<file path="config.mk">
export PLATFORM = sky130hd
export DESIGN_NAME = ok_wireout_framer
export DESIGN_NICKNAME = d
export VERILOG_FILES = /design/src/rtl/ok_wireout_framer.sv
export SDC_FILE = /design/constraint.sdc
export NUM_CORES = 1
export LEC_CHECK = 0
export CAP_MARGIN = 20
export CELL_PAD_IN_SITES_DETAIL_PLACEMENT = 0
export CELL_PAD_IN_SITES_GLOBAL_PLACEMENT = 1
export CORE_MARGIN = 3
export CORE_UTILIZATION = 43
export CTS_CLUSTER_SIZE = 24
export DETAILED_ROUTE_END_ITERATION = 6
export GPL_TIMING_DRIVEN = 0
export PLACE_DENSITY_LB_ADDON = 0.2
export SETUP_SLACK_MARGIN = 0.05
export SLEW_MARGIN = 15
export SYNTH_ARGS = -nofsm -noshare
export SYNTH_HDL_FRONTEND = slang
export SYNTH_SLANG_ARGS = --single-unit
</file>
<file path="constraint.sdc">
create_clock -name clk_in -period 4.6 [get_ports clk_in]
set_clock_uncertainty 0.2 [all_clocks]
set_input_delay 0.92 -clock clk_in [delete_from_list [all_inputs] [get_ports clk_in]]
set_output_delay 0.92 -clock clk_in [all_outputs]
set_load 0.01 [all_outputs]
</file>
<file path="src/rtl/ok_wireout_framer.sv">
// ============================================================================
// Module  : ok_wireout_framer
// Brief   : Buffers {addr,data} entries and sends them to the host as framed
//           16-bit words: header, length, payload, XOR checksum.
// Revision: 1.0 - initial release
// ============================================================================
`default_nettype none

module ok_wireout_framer #(
    parameter int          FIFO_DEPTH = 16,
    parameter int          MAX_WORDS  = 8,
    parameter int          TIMEOUT    = 1024,
    parameter logic [15:0] UPHEADER   = 16'hB79E
) (
    input  logic        clk_in,
    input  logic        rst,
    input  logic        ep_valid,
    input  logic [7:0]  ep_addr,
    input  logic [7:0]  ep_data,
    input  logic        flush,
    input  logic        tx_ready,
    output logic [15:0] tx_data,
    output logic        tx_valid,
    output logic [2:0]  STATE,
    output logic        frame_done,
    output logic        fifo_full,
    output logic        overflow
);

    localparam int AW = $clog2(FIFO_DEPTH);
    localparam int CW = AW + 1;
    localparam int LW = $clog2(MAX_WORDS + 1);
    localparam int TW = (TIMEOUT > 1) ? $clog2(TIMEOUT) : 1;

    localparam logic [2:0] S_IDLE     = 3'd0;
    localparam logic [2:0] S_HEADER   = 3'd1;
    localparam logic [2:0] S_LENGTH   = 3'd2;
    localparam logic [2:0] S_PAYLOAD  = 3'd3;
    localparam logic [2:0] S_CHECKSUM = 3'd4;
    localparam logic [2:0] S_DONE     = 3'd5;

    logic [15:0]   r_mem [FIFO_DEPTH];
    logic [AW-1:0] r_wr_ptr;
    logic [AW-1:0] r_rd_ptr;
    logic [CW-1:0] r_count;
    logic [2:0]    r_state;
    logic [LW-1:0] r_len;
    logic [LW-1:0] r_remain;
    logic [15:0]   r_chk;
    logic          r_len_ovf;
    logic          r_overflow;
    logic [TW-1:0] r_to_cnt;

    logic          w_full;
    logic          w_push;
    logic          w_drop;
    logic          w_accept;
    logic          w_pop;
    logic          w_nonempty;
    logic          w_to_hit;
    logic          w_trigger;
    logic [LW-1:0] w_len_next;
    logic [15:0]   w_head;
    logic [7:0]    w_len8;

    assign w_full     = (r_count == CW'(FIFO_DEPTH));
    assign w_push     = ep_valid && !w_full;
    assign w_drop     = ep_valid && w_full;
    assign w_accept   = tx_valid && tx_ready;
    assign w_pop      = (r_state == S_PAYLOAD) && w_accept;
    assign w_nonempty = (r_count != '0);
    // Counter compares one early so the header shows exactly TIMEOUT cycles after the first push.
    assign w_to_hit   = (TIMEOUT != 0) && (r_to_cnt == TW'(TIMEOUT - 1));
    assign w_trigger  = (r_state == S_IDLE) && w_nonempty &&
                        (flush || (r_count >= CW'(MAX_WORDS)) || w_to_hit);
    assign w_len_next = (r_count >= CW'(MAX_WORDS)) ? LW'(MAX_WORDS) : LW'(r_count);
    assign w_head     = r_mem[r_rd_ptr];
    assign w_len8     = 8'(r_len);

    assign tx_valid   = (r_state == S_HEADER) || (r_state == S_LENGTH) ||
                        (r_state == S_PAYLOAD) || (r_state == S_CHECKSUM);
    assign frame_done = (r_state == S_DONE);
    assign STATE      = r_state;
    assign fifo_full  = w_full;
    assign overflow   = r_overflow;

    always_comb begin
        tx_data = 16'h0000;
        case (r_state)
            S_HEADER:   tx_data = UPHEADER;
            S_LENGTH:   tx_data = {r_len_ovf, 7'b0, w_len8};
            S_PAYLOAD:  tx_data = w_head;
            S_CHECKSUM: tx_data = r_chk;
            default:    tx_data = 16'h0000;
        endcase
    end

    always_ff @(posedge clk_in) begin
        if (!rst && w_push) begin
            r_mem[r_wr_ptr] <= {ep_addr, ep_data};
        end
    end

    always_ff @(posedge clk_in) begin
        if (rst) begin
            r_wr_ptr   <= '0;
            r_rd_ptr   <= '0;
            r_count    <= '0;
            r_state    <= S_IDLE;
            r_len      <= '0;
            r_remain   <= '0;
            r_chk      <= 16'h0000;
            r_len_ovf  <= 1'b0;
            r_overflow <= 1'b0;
            r_to_cnt   <= '0;
        end else begin
            if (w_push) begin
                r_wr_ptr <= r_wr_ptr + AW'(1);
            end
            if (w_pop) begin
                r_rd_ptr <= r_rd_ptr + AW'(1);
            end
            case ({w_push, w_pop})
                2'b10:   r_count <= r_count + CW'(1);
                2'b01:   r_count <= r_count - CW'(1);
                default: r_count <= r_count;
            endcase

            // A drop in the trigger cycle re-arms the flag for the next frame.
            if (w_trigger) begin
                r_overflow <= w_drop;
            end else if (w_drop) begin
                r_overflow <= 1'b1;
            end

            if (!w_nonempty || w_trigger) begin
                r_to_cnt <= '0;
            end else if (r_state == S_IDLE) begin
                r_to_cnt <= r_to_cnt + TW'(1);
            end

            case (r_state)
                S_IDLE: begin
                    if (w_trigger) begin
                        r_state   <= S_HEADER;
                        r_len     <= w_len_next;
                        r_remain  <= w_len_next;
                        r_chk     <= 16'h0000;
                        r_len_ovf <= r_overflow;
                    end
                end
                S_HEADER: begin
                    if (w_accept) r_state <= S_LENGTH;
                end
                S_LENGTH: begin
                    if (w_accept) r_state <= S_PAYLOAD;
                end
                S_PAYLOAD: begin
                    if (w_accept) begin
                        r_chk    <= r_chk ^ w_head;
                        r_remain <= r_remain - LW'(1);
                        if (r_remain == LW'(1)) begin
                            r_state <= S_CHECKSUM;
                        end
                    end
                end
                S_CHECKSUM: begin
                    if (w_accept) r_state <= S_DONE;
                end
                default: r_state <= S_IDLE;
            endcase
        end
    end

endmodule

`default_nettype wire

</file>
==> flow_metrics.env, run 1 <==
export IMPL_via_per_inst=5.761
export IMPL_ff2ff_path_depth=12
export IMPL_grt_max_degree=17
export IMPL_io_pins=44
export IMPL_reg2reg_slack_ns=1.07
export IMPL_crit_fanout=10
export IMPL_grt_pass1_vias=7536
export IMPL_die_h_um=178.6
export IMPL_dpl_hpwl_mm=19.82
export IMPL_avgRoutedWirePerCell_um=22.48
export IMPL_cp_required_ns=3.48
export IMPL_min_period_ns=4.335
export IMPL_rsz0062_at_grt="false"
export IMPL_nets=892
export IMPL_areaGrowthSynthToFinish_pct=17.93
export IMPL_antenna_found_initial=1
export IMPL_wirelength_mm=28.48
export IMPL_grt_pass1_wl_mm=43.90
export IMPL_worstPathArrival_ns=3.22
export IMPL_hold_depth=2
export IMPL_syn_area_per_cell_um2=16.85
export IMPL_endpoint_kind="primary output"
export IMPL_yosys_warnings=0
export IMPL_synth_area_um2=12810
export IMPL_cts_buffers=35
export IMPL_synth_top_area_share_pct=60.02
export IMPL_netlist_instances=760
export IMPL_coreArea_um2=29010
export IMPL_synth_commonest_cells="edfxtp_1, dfxtp_1, mux4_2, nor2_1, nand2_1"
export IMPL_diodes=0
export IMPL_netlist_top_cells_area="edfxtp_1, mux4_2, dfxtp_1, mux4_1, a221oi_2"
export IMPL_tightest_slew_ns=0.8372
export IMPL_fin_crit_sh_pct=94.24
export IMPL_clk_latency_ns=0.51
export IMPL_placed_area_um2=13970
export IMPL_startpoint_type="flip-flop"
export IMPL_power_total_mw=6.534
export IMPL_seq_area_frac_synth_pct=68.77
export IMPL_synth_most_common_cell="edfxtp_1"
export IMPL_synth_flop_cell="edfxtp_1"
export IMPL_cts_num_sinks=312
export IMPL_p_leak_nw=4.916
export IMPL_powerDensity_nw_per_um2=432.6
export IMPL_r2r_start="r_count[1]"
export IMPL_globalRouteOverflowTotal=0
export IMPL_fin_area_um2=15110
export IMPL_clockBufferDepth=3
export IMPL_yosys_area_top_type="edfxtp_1"
export IMPL_setup_viol=0
export IMPL_yosysUniqueCellTypes=61
export IMPL_maxCapViolations=0
export IMPL_die_x_um=178.6
export IMPL_synth_seq_cells=312
export IMPL_dieArea_um2=31890
export IMPL_final_util_pct=52.07
export IMPL_h_tree_depth=2
export IMPL_io_buffer_count=42
export IMPL_initial_core_util_pct=44.15
export IMPL_hold_viol=0
export IMPL_antenna_left=0
export IMPL_ir_drop_v=0.0002128
export IMPL_clkSlewWorstSetupHoldPaths_ns=0.06
export IMPL_worst_hold_path_type="flip-flop to flip-flop"
export IMPL_place_gp_congestion=0.8265
export IMPL_row_count=62
export IMPL_synth_nets=793
export IMPL_crit_end="tx_data[2]"
export IMPL_firstDrtPassIters=5
export IMPL_root_buffer="clkbuf_16"
export IMPL_postCtsHoldBufs=0
export IMPL_drt_iter0_drc=547
export IMPL_grtUsageTotal_pct=18.23
export IMPL_relSlewSlack_pct=44.19
export IMPL_status="complete, no violations"
export IMPL_max_freq_mhz=230.7
export IMPL_criticalPathCategory="flip-flop to primary output"
export IMPL_drv_slew=0
export IMPL_remaining_drc_errors=0
export IMPL_reg2reg_to="r_count[4]"
export IMPL_dr_total_vias=7299
export IMPL_drive_gt1_share_pct=20.50
export IMPL_synth_edf_count=256
export IMPL_async_flop_share_pct=0
export IMPL_cts_tree="yes"
-- cell usage in the layout, fill, tap and decap left out, types with 9 or more instances in the layout --
master	n
o2111ai_1	16
nand2_1	36
nor2_1	36
nand3_1	9
a221oi_2	16
mux4_1	12
edfxtp_1	256
dfxtp_1	56
inv_1	9
xor2_1	10
buf_4	9
or3_1	21
ha_1	12
clkinv_1	10
a21oi_1	20
buf_6	11
clkbuf_16	36
xnor2_1	9
mux4_2	52
o31ai_1	17
a22o_1	23
nor2_2	13
clkdlybuf4s50_1	42
clkbuf_1	30
-- cells by family after synthesis --
kind of cell / synth area share (%)
XOR/XNOR: 1.299
buffers and inverters: 2.325
multiplexers: 11.84
AO/OA/AOI/OAI: 8.684
adder cells (fa/ha/maj): 1.172
flip-flops: 68.77
AND/OR/NAND/NOR: 5.910
-- worst min path at each step --
stage,start,end,slack [ns]
after floorplan,r_len[0],r_len[0],0.23
after global routing,r_len[0],r_len[0],0.30
after detailed placement,r_len[0],r_len[0],0.26
after global placement,r_len[0],r_len[0],0.26
final,r_len[0],r_len[0],0.27
after CTS,r_len[0],r_len[0],0.27
-- repair_timing --
action | 4_1_cts | 5_1_grt
gates cloned | 0 | 0
gates resized for setup | 1 | 8
setup buffers | 0 | 0
setup endpoints to repair | 2 | 12
-- layer usage --
layer / vias up / global-route usage (%) / routed length (µm)
li1: 3286 / - / -
met4: 0 / 4.935 / 577
met5: - / 0 / 0
met1: 3750 / 26.02 / 12640
met2: 217 / 29.44 / 13690
met3: 46 / 2.767 / 1573
-- per-stage QoR --
stage / instances / hold WS, ns / setup slack, ns / TNS (ns)
5_1_grt: 1267 / 0.2952 / 0.05101 / 0
3_3_place_gp: 1186 / 0.2632 / -0.2814 / -13.81
6_report: 1267 / 0.2694 / 0.2648 / 0
4_1_cts: 1267 / 0.2729 / 0.06908 / 0
2_1_floorplan: 760 / 0.2323 / 1.260 / 0
3_5_place_dp: 1206 / 0.2646 / 0.5841 / 0
-- area by class of cell --
type | count | area, µm²
Buffer | 49 | 264.0
Clock buffer | 41 | 939.7
Clock inverter | 20 | 181.4
Fill cell | 2359 | 13910
Inverter | 12 | 45.04
Multi-Input combinational cell | 387 | 3752
Sequential cell | 312 | 8808
Tap cell | 384 | 480.5
Timing Repair Buffer | 62 | 634.4
-- state kept, by name, summed over array words and instances (netlist names), named ones only --
| signal | count |
|---|---|
| r_count | 5 |
| r_len_ovf | 1 |
| overflow | 1 |
| r_mem | 256 |
| r_chk | 16 |
| STATE | 3 |
| r_len | 4 |
| r_to_cnt | 10 |
| r_wr_ptr | 4 |
| r_remain | 4 |
| r_rd_ptr | 4 |
-- where the power goes --
part	internal, mW	total (mW)	switching (mW)
clock network	1.63	2.69	1.06
registers	3.11	3.14	0.0351
logic	0.298	0.706	0.408
-- critical path: stages (launching register included) --
cell	delay, ns
dfxtp_1	0.31
buf_2	0.25
clkbuf_4	0.30
buf_2	0.32
mux4_2	0.37
a221oi_2	0.39
nand2_1	0.10
a21o_1	0.19
clkdlybuf4s50_1	0.47
(Power assumes the default switching activity.)
==> inputs of run 2 (changes only) <==
--- a/config.mk
+++ b/config.mk
@@ -5,6 +5,7 @@
 export SDC_FILE = /design/constraint.sdc
 export NUM_CORES = 1
 export LEC_CHECK = 0
+export ABC_AREA = 1
 export CAP_MARGIN = 20
 export CELL_PAD_IN_SITES_DETAIL_PLACEMENT = 0
 export CELL_PAD_IN_SITES_GLOBAL_PLACEMENT = 1
==> flow_metrics.env, run 2 <==
export IMPL_grtUsageTotal_pct=21.83
export IMPL_place_gp_congestion=0.8272
export IMPL_status="complete, no violations"
export IMPL_netlist_instances=1418
export IMPL_yosys_area_top_type="edfxtp_1"
export IMPL_critical_path_top_delay_family="buffers and inverters"
export IMPL_grt_max_degree=17
export IMPL_row_count=64
export IMPL_final_cell_mix="nand2_1, edfxtp_1, inv_1"
export IMPL_synth_commonest_cells="nand2_1, edfxtp_1, inv_1, nand3_1, nor2_1"
export IMPL_yosysUniqueCellTypes=38
export IMPL_via_per_inst=5.055
export IMPL_setup_tns_final_ns=0
export IMPL_synth_edf_count=256
export IMPL_dieArea_um2=34050
export IMPL_synth_seq_cells=312
export IMPL_antenna_left=0
export IMPL_cts_tree="yes"
export IMPL_drt_iter0_drc=678
export IMPL_endpoint_kind="primary output"
export IMPL_initial_core_util_pct=44.22
export IMPL_nets=1547
export IMPL_seq_area_frac_synth_pct=64.27
export IMPL_nFillCells=2843
export IMPL_synth_flop_cell="edfxtp_1"
export IMPL_clockBufferDepth=3
export IMPL_critical_path_buf_inv_count=4
export IMPL_min_period_ns=4.287
export IMPL_avgRoutedWirePerCell_um=19.05
export IMPL_power_total_mw=7.106
export IMPL_final_util_pct=51.51
export IMPL_worstPathArrival_ns=3.17
export IMPL_final_common_cell="nand2_1"
export IMPL_criticalPathCategory="flip-flop to primary output"
export IMPL_die_x_um=184.5
export IMPL_max_stage_delay_ns=0.59
export IMPL_cp_required_ns=3.48
export IMPL_cts_resized=0
export IMPL_crit_chain="clkbuf_1, inv_1, buf_1, nand3_1, nand3_1, nand2_1, nand2_1, o21ai_0, clkdlybuf4s50_1"
export IMPL_h_tree_depth=2
export IMPL_crit_fanout=10
export IMPL_max_freq_mhz=233.3
export IMPL_postCtsHoldBufs=0
export IMPL_reg_top3="r_mem (256), r_chk (16), r_to_cnt (10)"
export IMPL_syn_area_per_cell_um2=9.665
export IMPL_cts_num_sinks=312
export IMPL_synth_nets=1451
export IMPL_areaGrowthSynthToFinish_pct=16.48
export IMPL_clk_latency_ns=0.51
export IMPL_drive_gt1_share_pct=8.312
export IMPL_grt_pass1_vias=9363
export IMPL_grt_pass1_wl_mm=55.55
export IMPL_setup_viol=0
export IMPL_diodes=0
export IMPL_yosys_warnings=0
export IMPL_tightest_slew_ns=0.8422
export IMPL_root_buffer="clkbuf_16"
export IMPL_p_leak_nw=6.440
export IMPL_worst_hold_path_type="flip-flop to flip-flop"
export IMPL_dr_total_vias=9787
export IMPL_drv_slew=0
export IMPL_rsz0062_at_grt="false"
export IMPL_post_cts_buffers=0
export IMPL_relSlewSlack_pct=43.86
export IMPL_cts_buffers=35
export IMPL_globalRouteOverflowTotal=0
export IMPL_synth_area_um2=13700
export IMPL_synth_top_area_share_pct=56.09
export IMPL_dpl_hpwl_mm=25.11
export IMPL_fin_crit_sh_pct=93.19
export IMPL_coreArea_um2=30990
export IMPL_wirelength_mm=36.88
export IMPL_hold_viol=0
export IMPL_antenna_found_initial=0
export IMPL_largest_reg_flops=256
export IMPL_die_h_um=184.5
export IMPL_slowest_stage="clkdlybuf4s50_1"
export IMPL_synth_most_common_cell="nand2_1"
export IMPL_startpoint_type="flip-flop"
export IMPL_top_register="r_mem"
export IMPL_io_pins=44
export IMPL_remaining_drc_errors=0
export IMPL_firstDrtPassIters=5
export IMPL_io_buffer_count=43
export IMPL_ir_drop_v=0.0003007
export IMPL_clkSlewWorstSetupHoldPaths_ns=0.06
export IMPL_async_flop_share_pct=0
export IMPL_powerDensity_nw_per_um2=445.2
export IMPL_netlist_top_cells_area="edfxtp_1, nand2_1, dfxtp_1, nand3_1, inv_1"
export IMPL_maxCapViolations=0
## run 2: changes by cell type after synthesis, moves of 30 or more
cell,previous run,this run
mux4_2,52,0
inv_1,9,166
nor2_1,48,85
nand2_1,36,477
nand3_1,9,163
o21ai_0,8,38
## run 2: worst min-delay path, stage by stage, from the launching register on
cell and delay (ns):
dfxtp_1 0.31, nand2_1 0.06, a21oi_1 0.05
## run 2: final timing paths
kind	depth (start not counted)	startpoint	end	slack [ns]
max reg2reg	7	r_count[2]	r_mem[5][3]	1.96
max	9	flip-flop	tx_data[11]	0.31
min reg2reg	2	r_chk[13]	r_chk[13]	0.26
min	2	r_chk[13]	r_chk[13]	0.26
## run 2: through the flow
step	hold WS (ns)	cells	setup slack, ns	instance area, µm²
3_5_place_dp	0.2569	1873	0.8143	14900
3_3_place_gp	0.2463	1857	0.2804	14630
6_report	0.2641	1936	0.3131	15960
2_1_floorplan	0.2287	1418	1.877	13700
5_1_grt	0.2884	1936	0.1550	15960
4_1_cts	0.2683	1936	0.2245	15960
## run 2: layout make-up
type                            instances  area [µm²]  area share, %
Clock inverter                         13       75.07         0.4703
Timing Repair Buffer                   59       663.1          4.154
Sequential cell                       312        8808          55.18
Tap cell                              396       495.5          3.104
Clock buffer                           50       984.7          6.169
Multi-Input combinational cell        873        4006          25.10
Buffer                                 59       271.5          1.701
Inverter                              174       658.1          4.123
## run 2: cells by family after synthesis
logic type	count (synthesis)	share of synthesized area, %
AND/OR/NAND/NOR	761	23.44
adder cells (fa/ha/maj)	12	1.096
buffers and inverters	233	6.784
AO/OA/AOI/OAI	89	3.707
XOR/XNOR	11	0.7030
flip-flops	312	64.27
## run 2: power breakdown
group	leakage, nW	switching, mW	internal (mW)
registers	2.76	0.0788	3.17
logic	3.17	0.808	0.435
clock network	0.510	1.07	1.54
## run 2: routing by layer
layer / wire length (µm) / vias to the layer above / track usage [%] / share of wire, %
met5: 0 / - / 0 / 0
met4: 986 / 0 / 6.834 / 2.7
met3: 2200 / 64 / 3.651 / 6.0
met2: 17050 / 287 / 34.99 / 46
met1: 16640 / 4600 / 30.59 / 45
li1: - / 4836 / - / -
==> inputs of run 3 (changes only) <==
==> constraint.sdc (replaced) <==
create_clock -name clk_in -period 4.38 [get_ports clk_in]
set_clock_uncertainty 0.2 [all_clocks]
set_input_delay 0.876 -clock clk_in [delete_from_list [all_inputs] [get_ports clk_in]]
set_output_delay 0.876 -clock clk_in [all_outputs]
set_load 0.01 [all_outputs]
==> flow_metrics.env, run 3 (synthesized netlist as in run 2, its figures left out) <==
export IMPL_status="complete, no violations"
export IMPL_final_cell_mix="nand2_1, edfxtp_1, inv_1"
export IMPL_dieArea_um2=34050
export IMPL_startpoint_type="flip-flop"
export IMPL_grt_max_degree=17
export IMPL_antenna_found_initial=0
export IMPL_cts_num_sinks=312
export IMPL_largest_reg_flops=256
export IMPL_place_gp_congestion=0.8272
export IMPL_maxCapViolations=0
export IMPL_h_tree_depth=2
export IMPL_firstDrtPassIters=5
export IMPL_criticalPathCategory="flip-flop to primary output"
export IMPL_whs_ns=0.2641
export IMPL_grt_pass1_wl_mm=55.55
export IMPL_powerDensity_nw_per_um2=467.3
export IMPL_die_h_um=184.5
export IMPL_tightest_slew_ns=0.8306
export IMPL_max_freq_mhz=239.9
export IMPL_via_per_inst=5.067
export IMPL_wirelength_mm=36.82
export IMPL_cts_buffers=35
export IMPL_cts_tree="yes"
export IMPL_remaining_drc_errors=0
export IMPL_nets=1547
export IMPL_initial_core_util_pct=44.22
export IMPL_grt_pass1_vias=9363
export IMPL_worstPathArrival_ns=3.09
export IMPL_io_buffer_count=43
export IMPL_die_x_um=184.5
export IMPL_clk_latency_ns=0.51
export IMPL_fin_crit_sh_pct=95.17
export IMPL_r2r_start="r_count[2]"
export IMPL_root_buffer="clkbuf_16"
export IMPL_diodes=0
export IMPL_reg_top3="r_mem (256), r_chk (16), r_to_cnt (10)"
export IMPL_crit_fanout=10
export IMPL_setup_tns_final_ns=0
export IMPL_globalRouteOverflowTotal=0
export IMPL_postCtsHoldBufs=0
export IMPL_power_total_mw=7.462
export IMPL_dpl_hpwl_mm=25.11
export IMPL_final_common_cell="nand2_1"
export IMPL_coreArea_um2=30990
export IMPL_post_cts_buffers=0
export IMPL_worst_hold_path_type="flip-flop to flip-flop"
export IMPL_io_pins=44
export IMPL_top_register="r_mem"
export IMPL_cp_required_ns=3.30
export IMPL_p_leak_nw=6.446
export IMPL_avgRoutedWirePerCell_um=19.02
export IMPL_clockBufferDepth=3
export IMPL_endpoint_kind="primary output"
export IMPL_drt_iter0_drc=696
export IMPL_row_count=64
export IMPL_clkSlewWorstSetupHoldPaths_ns=0.06
export IMPL_min_period_ns=4.168
export IMPL_rsz0062_at_grt="false"
export IMPL_drive_gt1_share_pct=8.506
export IMPL_antenna_left=0
export IMPL_hp_start="r_chk[13]"
export IMPL_setup_viol=0
export IMPL_hold_viol=0
export IMPL_areaGrowthSynthToFinish_pct=16.51
export IMPL_ir_drop_v=0.0003168
export IMPL_dp_slack_ns=0.6383
export IMPL_relSlewSlack_pct=44.62
export IMPL_grtUsageTotal_pct=21.83
export IMPL_final_setup_worst_slack_ns=0.2116
export IMPL_drv_slew=0
export IMPL_dr_total_vias=9810
==> run 3: area by class of cell <==
type                       count  area [µm²]
clock inverter                13       75.07
sequential                   312        8808
tap                          396       495.5
inverter                     174       658.1
fill                        2842       15020
multi-input combinational    873        4006
timing repair buffer          59       663.1
clock buffer                  50       984.7
buffer                        59       275.3
==> run 3: timing repair <==
action / in CTS / in global routing
pin swaps: 0 / 0
resized for setup: 1 / 4
setup endpoints to repair: 1 / 3
==> run 3: metal layers <==
metal / share of wire (%) / up-vias / global-route usage [%]
met5: 0 / - / 0
met4: 2.5 / 0 / 6.834
met3: 6.1 / 59 / 3.651
met2: 47 / 303 / 34.99
met1: 45 / 4610 / 30.59
li1: - / 4838 / -
==> run 3: power by group <==
part           switching (mW)  internal, mW
clock                    1.12          1.62
combinational           0.848         0.457
sequential             0.0827          3.33
==> run 3: path summary, 6_finish.rpt <==
check,endpoint,slack [ns],depth (start not counted)
worst max-delay path,tx_data[14],0.21,10
worst min-delay path,r_chk[13],0.26,2
worst max register to register,r_mem[5][3],1.74,7
worst min register to register,r_chk[13],0.26,2
==> run 3: critical path, cell delays in order, from the launching register on <==
cell and delay (ns):
dfxtp_1 0.29, buf_2 0.18, inv_2 0.09, buf_1 0.59, nand3_1 0.18, nand3_1 0.14, nand3_1 0.18, nand2_1 0.17
nand2_1 0.05, o21ai_0 0.12, clkdlybuf4s50_1 0.60
==> run 3: per-stage QoR <==
stage	std cells	area, µm²	util (%)
after floorplan	1418	13700	-
after global placement	1857	14630	47.21
after detailed placement	1873	14900	48.09
after CTS	1936	15960	51.51
after global routing	1936	15970	51.52
final	1936	15970	51.52
